==> src/rtl/arb_grant_sink.sv <==
// Grant sink: captures the one-hot granted requester's {data, index} into a FIFO.
// Optional per-requester grant statistics are built when ARB_GRANT_STATS_EN is defined.
module arb_grant_sink #(
   parameter int DW    = 8,
   parameter int DEPTH = 4,
   parameter int CNT_W = 16
) (
   input  logic             clk,
   input  logic             rst_n,
   input  logic [7:0]       grant_in,
   input  logic [8*DW-1:0]  data_in,
   output logic             out_valid,
   input  logic             out_ready,
   output logic [DW-1:0]    out_data,
   output logic [2:0]       out_id,
   output logic             full,
   output logic             err_multi,
   output logic [CNT_W-1:0] drop_cnt,
   input  logic [2:0]       stat_sel,
   output logic [CNT_W-1:0] stat_cnt
);

   localparam int AW = $clog2(DEPTH);
   localparam int CW = AW + 1;
   localparam logic [CW-1:0] DEPTH_C = CW'(DEPTH);

   typedef enum logic [1:0] {OCC_EMPTY, OCC_PARTIAL, OCC_FULL} occ_e;

   occ_e               occ_q, occ_d;
   logic [CW-1:0]      count_q, count_d;
   logic [AW-1:0]      wr_ptr_q, wr_ptr_d;
   logic [AW-1:0]      rd_ptr_q, rd_ptr_d;
   logic [DW+2:0]      mem_q [DEPTH];
   logic [DW+2:0]      mem_d [DEPTH];
   logic               err_multi_q, err_multi_d;
   logic [CNT_W-1:0]   drop_cnt_q, drop_cnt_d;

   logic               one_hot, multi_hot, pop, push, drop;
   logic [DW-1:0]      sel_data;
   logic [2:0]         sel_id;

   always_comb begin
      sel_data = '0;
      sel_id   = '0;
      for (int unsigned i = 0; i < 8; i++) begin
         if (grant_in[i]) begin
            sel_data = data_in[i*DW +: DW];
            sel_id   = 3'(i);
         end
      end
      one_hot   = (grant_in != '0) && ((grant_in & (grant_in - 8'd1)) == '0);
      multi_hot = (grant_in != '0) && !one_hot;
      pop       = (occ_q != OCC_EMPTY) && out_ready;
      // A full FIFO still accepts when the head leaves in the same cycle
      push      = one_hot && ((count_q != DEPTH_C) || pop);
      drop      = one_hot && !push;

      mem_d    = mem_q;
      wr_ptr_d = wr_ptr_q;
      rd_ptr_d = rd_ptr_q;
      count_d  = count_q;
      if (push) begin
         mem_d[wr_ptr_q] = {sel_data, sel_id};
         wr_ptr_d        = wr_ptr_q + AW'(1);
      end
      if (pop) rd_ptr_d = rd_ptr_q + AW'(1);
      if (push && !pop)      count_d = count_q + CW'(1);
      else if (pop && !push) count_d = count_q - CW'(1);

      if (count_d == '0)          occ_d = OCC_EMPTY;
      else if (count_d == DEPTH_C) occ_d = OCC_FULL;
      else                        occ_d = OCC_PARTIAL;

      err_multi_d = err_multi_q | multi_hot;
      drop_cnt_d  = drop_cnt_q;
      if (drop && (drop_cnt_q != '1)) drop_cnt_d = drop_cnt_q + CNT_W'(1);
   end

   always_ff @(posedge clk or negedge rst_n) begin
      if (!rst_n) begin
         occ_q       <= OCC_EMPTY;
         count_q     <= '0;
         wr_ptr_q    <= '0;
         rd_ptr_q    <= '0;
         mem_q       <= '{default: '0};
         err_multi_q <= 1'b0;
         drop_cnt_q  <= '0;
      end else begin
         occ_q       <= occ_d;
         count_q     <= count_d;
         wr_ptr_q    <= wr_ptr_d;
         rd_ptr_q    <= rd_ptr_d;
         mem_q       <= mem_d;
         err_multi_q <= err_multi_d;
         drop_cnt_q  <= drop_cnt_d;
      end
   end

   assign out_valid = (occ_q != OCC_EMPTY);
   assign full      = (occ_q == OCC_FULL);
   assign out_data  = mem_q[rd_ptr_q][DW+2:3];
   assign out_id    = mem_q[rd_ptr_q][2:0];
   assign err_multi = err_multi_q;
   assign drop_cnt  = drop_cnt_q;

`ifdef ARB_GRANT_STATS_EN
   logic [CNT_W-1:0] stat_q [8];
   logic [CNT_W-1:0] stat_d [8];

   always_comb begin
      stat_d = stat_q;
      if (push && (stat_q[sel_id] != '1)) stat_d[sel_id] = stat_q[sel_id] + CNT_W'(1);
   end

   always_ff @(posedge clk or negedge rst_n) begin
      if (!rst_n) stat_q <= '{default: '0};
      else        stat_q <= stat_d;
   end

   assign stat_cnt = stat_q[stat_sel];
`else
   logic stat_sel_unused;
   assign stat_sel_unused = ^stat_sel;
   assign stat_cnt = '0;
`endif

endmodule

==> config.mk <==
export PLATFORM = sky130hd
export DESIGN_NAME = arb_grant_sink
export DESIGN_NICKNAME = d
export VERILOG_FILES = /design/src/rtl/arb_grant_sink.sv
export SDC_FILE = /design/constraint.sdc
export NUM_CORES = 1
export LEC_CHECK = 0
export CAP_MARGIN = 5
export CORE_MARGIN = 8
export CORE_UTILIZATION = 40
export DETAILED_ROUTE_END_ITERATION = 8
export PLACE_DENSITY = 0.67
export SYNTH_ARGS = -nofsm -noshare
export SYNTH_HDL_FRONTEND = slang
export SYNTH_SLANG_ARGS = --single-unit
==> constraint.sdc <==
create_clock -name clk -period 2.2 [get_ports clk]
set_input_delay 0.44 -clock clk [delete_from_list [all_inputs] [get_ports clk]]
set_output_delay 0.44 -clock clk [all_outputs]
set_load 0.01 [all_outputs]
Word level (Yosys, flattened, before mapping)
Cells that the tools add are included.
Storage, ports and cells
  logic and storage cells: 69
  output and inout port bits: 46
  bits in registers: 70
  bits of input ports: 78
Cells by class
  equal/unequal tests: 4
  reductions and logical operators: 17
  mux-type cells: 25
  magnitude comparators: 3
  $add $sub $neg: 6
  bitwise operators: 4
Operators by type and width (count)
  2-to-1 mux 8 bit: 8
  bitwise mux 44 bit: 1
  2-to-1 mux 11 bit: 3
  2-to-1 mux 3 bit: 8
  binary-select mux 11 bit (select 2 bit): 1
  demux 11 bit (select 2 bit): 1
  adder 16 x 1 -> 16 bit (second input constant): 1
  inequality test 16 bit (second input constant): 1
  logical AND 1 bit: 9
  AND 8 bit: 1
  zero test 8 bit: 1
  nonzero test 8 bit: 1
  subtractor 8 x 1 -> 8 bit (second input constant): 1
  greater-or-equal comparator 3 bit (second input constant): 2
  NOT 2 -> 3 bit: 2
  adder 2 x 1 -> 2 bit (second input constant): 2
  2-to-1 mux 2 bit: 2
  adder 3 x 1 -> 3 bit (second input constant): 1
  equality test 3 bit (second input constant): 1
  zero test 1 bit: 3
  zero test 3 bit: 1
  less-than comparator 3 x 1 -> 1 bit (second input constant): 1
  inequality test 3 bit (second input constant): 1
  subtractor 3 x 1 -> 3 bit (second input constant): 1
  5 further kinds: 5

Longest topological paths before layout
  depth in word-level cells: 12
  mapped depth: 9
  mapped depth without buffers: 8

Worst setup path before layout
No wires, ideal clock.
  path type: input-to-reg
  start: in grant_in[1]
  end: reg drop_cnt_q[12], in the netlist drop_cnt[12]
  library setup time: 0.125 ns
  path slack: -0.123 ns
  data arrival time: 2.199 ns
  stages on the path: 5
  required time: 2.075 ns
  path buffers: 0
  path through: or4_4 > nor4b_2 > o21ai_0 > nor3_1 > mux2_2
On the way
  word-level cells in the longest chain between the ends: 8
  elaborated cells between the ends (all ways): 9
  those cells by class: add/sub: 1; bitwise: 1; reduce/logical: 7
RTL lines
  from (decl): RTL line 10  | input logic [7:0] grant_in,
  subtractor 8 x 1 -> 8 bit: RTL line 51  | one_hot = (grant_in != '0) && ((grant_in & (grant_in - 8'd1)) == '0);
  AND 8 bit: RTL line 51
  zero test 8 bit: RTL line 51
  logical AND 1 bit *: RTL line 51
  logical AND 1 bit: RTL line 55  | push = one_hot && ((count_q != DEPTH_C) || pop);
  zero test 1 bit: RTL line 56  | drop = one_hot && !push;
  logical AND 1 bit *: RTL line 56
  logical AND 1 bit *: RTL line 76  | if (drop && (drop_cnt_q != '1)) drop_cnt_d = drop_cnt_q + CNT_W'(1);
  to (signal assigned): RTL line 95  | drop_cnt_q <= drop_cnt_d;
  to (decl): RTL line 36  | logic [CNT_W-1:0] drop_cnt_q, drop_cnt_d;
Every way passes the cells marked *; elsewhere a longest branch is shown, timed or not.
A chain may end at the register's enable or synchronous reset.

Worst setup path after layout
  start: in grant_in[3]
  end: reg mem_q[32] in the netlist's numbering
On the way
  word-level cells in the longest chain between the ends: 6
  elaborated cells between the ends (all ways): 12
  those cells by class: add/sub: 1; mux: 6; bitwise: 1; reduce/logical: 4
RTL lines
  branches (longest 6 deep; another with subtractor 8 x 1 -> 8 bit)
  to (signal assigned): RTL line 93  | mem_q <= mem_d;
  to (decl): RTL line 33  | logic [DW+2:0] mem_q [DEPTH];
Several ways; the timed one is not identified.

==> impl_metrics.ini <==
[logic_synthesis]
synth.distinct_cells = 50
synth_area_sq_um = 3979
synth_seq_cells = 70
synth-async-reset-ratio_pct = 100.0
synth_flop_cell = dfrtp_1
avgSynthCellArea_sq_um = 10.93
synth_area_leaders = dfrtp_1 (44%), mux2_2 (9.9%), mux4_2 (6.2%), a221o_1 (4.0%), buf_4 (3.0%)
synth.largest_area_cell = dfrtp_1
synth_edf_count = 0
yosys_warnings = 0
synth_top_area_share_pct = 44.03
synthCells = 364
ys_seq_area_share_pct = 44.03

[clock_tree]
numCtsBuffers = 9
clk_path_buf_depth = 2
cts_htree_levels = 3
path_clk_slew_ps = 70
clk_latency_ps = 340
clock_sinks = 70
cts_tree = done
clockRootBuffer = clkbuf_8
cts_hold_buf = 0

[critical_path]
path_max_fanout = 6
end_kind = register
cp.arrival_ps = 2370
cpMostUsedCell = buf_4
setup.worst_path.start = grant_in[3]
cp_slowest_cell = or4_4
start_kind = input pin
crit_required_ps = 2420
r2r-start = drop_cnt[8]$_DFFE_PN0P_
slowest_delay_ps = 540
worstPathCellList = buf_6 > or4_4 > buf_4 > nor4b_4 > buf_4 > buf_4 > o2111ai_2 > buf_2 > mux2_2
worst-setup-path-type = input pin to register

[sta]
fin_crit_ps = 2148
hold_viol_final = 0
max-slew-margin-rel_pct = 63.40
max_freq_mhz = 465.5
fin_ws_ps = 51.93
clock_skew_ps = 9.919
setup_viol = 0
setup-tns-final_ps = 0
rsz0062_at_grt = true
slew_viol_final = 0
period_share_pct = 97.64
tightest_slew_ps = 547.9

[drt]
drtAntennaViolNets = 0
drc = 0
via_per_inst = 5.279
drt_iter0_markers = 130
totalWireLength_um = 11430
vias = 3458
wl_per_cell_um = 17.44
first_pass_iters = 5

[pwr]
power_density_nw_per_um2 = 772.9
vdd_drop_max_mv = 0.5345
p_leak_nw = 2.636

[worst_hold_path]
hold_class = input pin to asynchronous set/reset pin

[placement]
numPortBuffers = 104
pre_cts_ws_ps = -675.0
post-place-cells = 634
dp.final_hpwl_um = 8358
gp_congestion = 0.8265

[finish]
fillers = 836
diodes = 0
fin_nets = 603
stdcell_count = 655
area_delta_synth_final_pct = 47.77
drive_above_1_share_pct = 28.35

[die]
io_pins = 124
row_count = 36
die_h_um = 115.7
start_util_pct = 40.90
core-area_sq_um = 9729
die_area_sq_um = 13390
die_x_um = 115.7

[job]
maxCapViolCount = 0

[run_status]
status = complete, no violations

[global_route]
grt_overflow = 0
grt_pass1_wl_um = 18130
grt_max_degree = 71
grt_pass1_vias = 3619
grt_usage_pct = 17.32
antenna_found_initial = 0
Yosys cell counts (2+ instances only):
| master | instances |
|---|---|
| buf_2 | 5 |
| o211ai_1 | 8 |
| o21ai_0 | 13 |
| dfrtp_1 | 70 |
| nor4_1 | 5 |
| clkbuf_1 | 9 |
| xor2_1 | 11 |
| nand3_1 | 8 |
| clkinv_1 | 2 |
| and2_1 | 2 |
| a31oi_1 | 9 |
| a221o_1 | 16 |
| ha_1 | 8 |
| and4_1 | 2 |
| or2_2 | 2 |
| and3_1 | 2 |
| mux2_2 | 35 |
| nand2b_1 | 4 |
| nor3_1 | 9 |
| buf_1 | 3 |
| inv_1 | 10 |
| a21oi_1 | 14 |
| mux4_2 | 11 |
| xnor2_1 | 7 |
| nor2b_1 | 4 |
| nand2_1 | 29 |
| a211oi_1 | 5 |
| buf_4 | 16 |
| nor2_1 | 12 |
| o22ai_1 | 10 |
| o2111ai_1 | 4 |
critical path, delay by kind of cell:
| family | cells | cell delay, ps |
|---|---|---|
| multiplexers | 1 | 270 |
| AO/OA/AOI/OAI | 1 | 130 |
| buffers and inverters | 5 | 760 |
| AND/OR/NAND/NOR | 2 | 770 |
registers in the layout, summed over array words and instances, names as in the netlist:
register / count
wr_ptr_q: 2
err_multi: 1
rd_ptr_q: 2
occ_q: 2
count_q: 3
drop_cnt: 16
mem_q: 44
placed cells by master (no fill, tap or decap), types with 7 or more instances in the layout:
cell type and instances:
nor2_1 12, o22ai_1 10, clkbuf_8 9, buf_4 43, a221o_1 16, inv_1 10, xnor2_1 7, mux4_2 11
xor2_1 11, clkdlybuf4s50_1 84, ha_1 8, a21oi_1 14, nand2_1 28, mux2_2 34, dfrtp_1 70, clkdlybuf4s15_1 8
o21ai_0 11, buf_6 9, o211ai_1 8, conb_1 16, dlygate4sd2_1 8, nand3_1 7, a31oi_1 9
where the power goes:
part	switching [mW]	total [mW]	internal (mW)
clock	0.474	0.996	0.522
combinational	0.722	1.71	0.989
sequential	0.223	1.84	1.61
logic make-up (layout without fill, tap and decap cells):
| group | after synthesis | after routing | share of synthesized area, % |
|---|---|---|---|
| flops | 70 | 70 | 44.03 |
| other cells | 1 | 16 | 0.09425 |
| simple gates | 85 | 85 | 10.91 |
| mux | 46 | 46 | 16.13 |
| xor+xnor | 18 | 18 | 3.962 |
| compound gates | 90 | 90 | 16.20 |
| fa+ha+maj | 9 | 9 | 2.767 |
| buf+inv | 45 | 188 | 5.912 |
what timing repair did:
item                                   CTS  global route
gates cloned                             1             1
setup endpoints to repair               78            40
pin swaps                                9             4
gates resized for setup                 58            22
buffers inserted                         2             1
endpoints found under the hold margin    0             0
area by class of cell:
type / count / area (sq um) / area share (%)
timing repair buffer: 160 / 1500 / 25.52
sequential: 70 / 1752 / 29.79
clock buffer: 10 / 127.6 / 2.171
tap: 133 / 166.4 / 2.830
inverter: 12 / 45.04 / 0.7661
clock inverter: 6 / 62.56 / 1.064
multi-input combinational: 264 / 2226 / 37.86
metrics by stage:
stage	total power [mW]	util, %	hold WS (ps)	area [sq um]
floorplan	2.784	-	144.4	4035
global placement	3.523	56.20	455.5	5468
detailed placement	3.580	56.20	468.4	5468
CTS	4.562	59.48	121.6	5787
global route	4.850	60.43	133.2	5879
finish	4.544	60.43	117.2	5879
final timing paths:
path                                           end  depth (start not counted)  slack, ps
min in group clk              mem_q[2]$_DFFE_PN0P_                          2        480
max                          mem_q[32]$_DFFE_PN0P_                          9         50
min                          mem_q[40]$_DFFE_PN0P_                          2        120
max reg2reg                drop_cnt[1]$_DFFE_PN0P_                          6        130
max in group asynchronous       occ_q[1]$_DFF_PN0_                          2       1790
min reg2reg                   mem_q[2]$_DFFE_PN0P_                          2        480
routing by layer:
layer  wire, um  track usage [%]
met1       4617            19.32
met4        104            2.939
met2       6002            32.05
met3        701            5.263
met5          0                0
(Power assumes the default switching activity.)
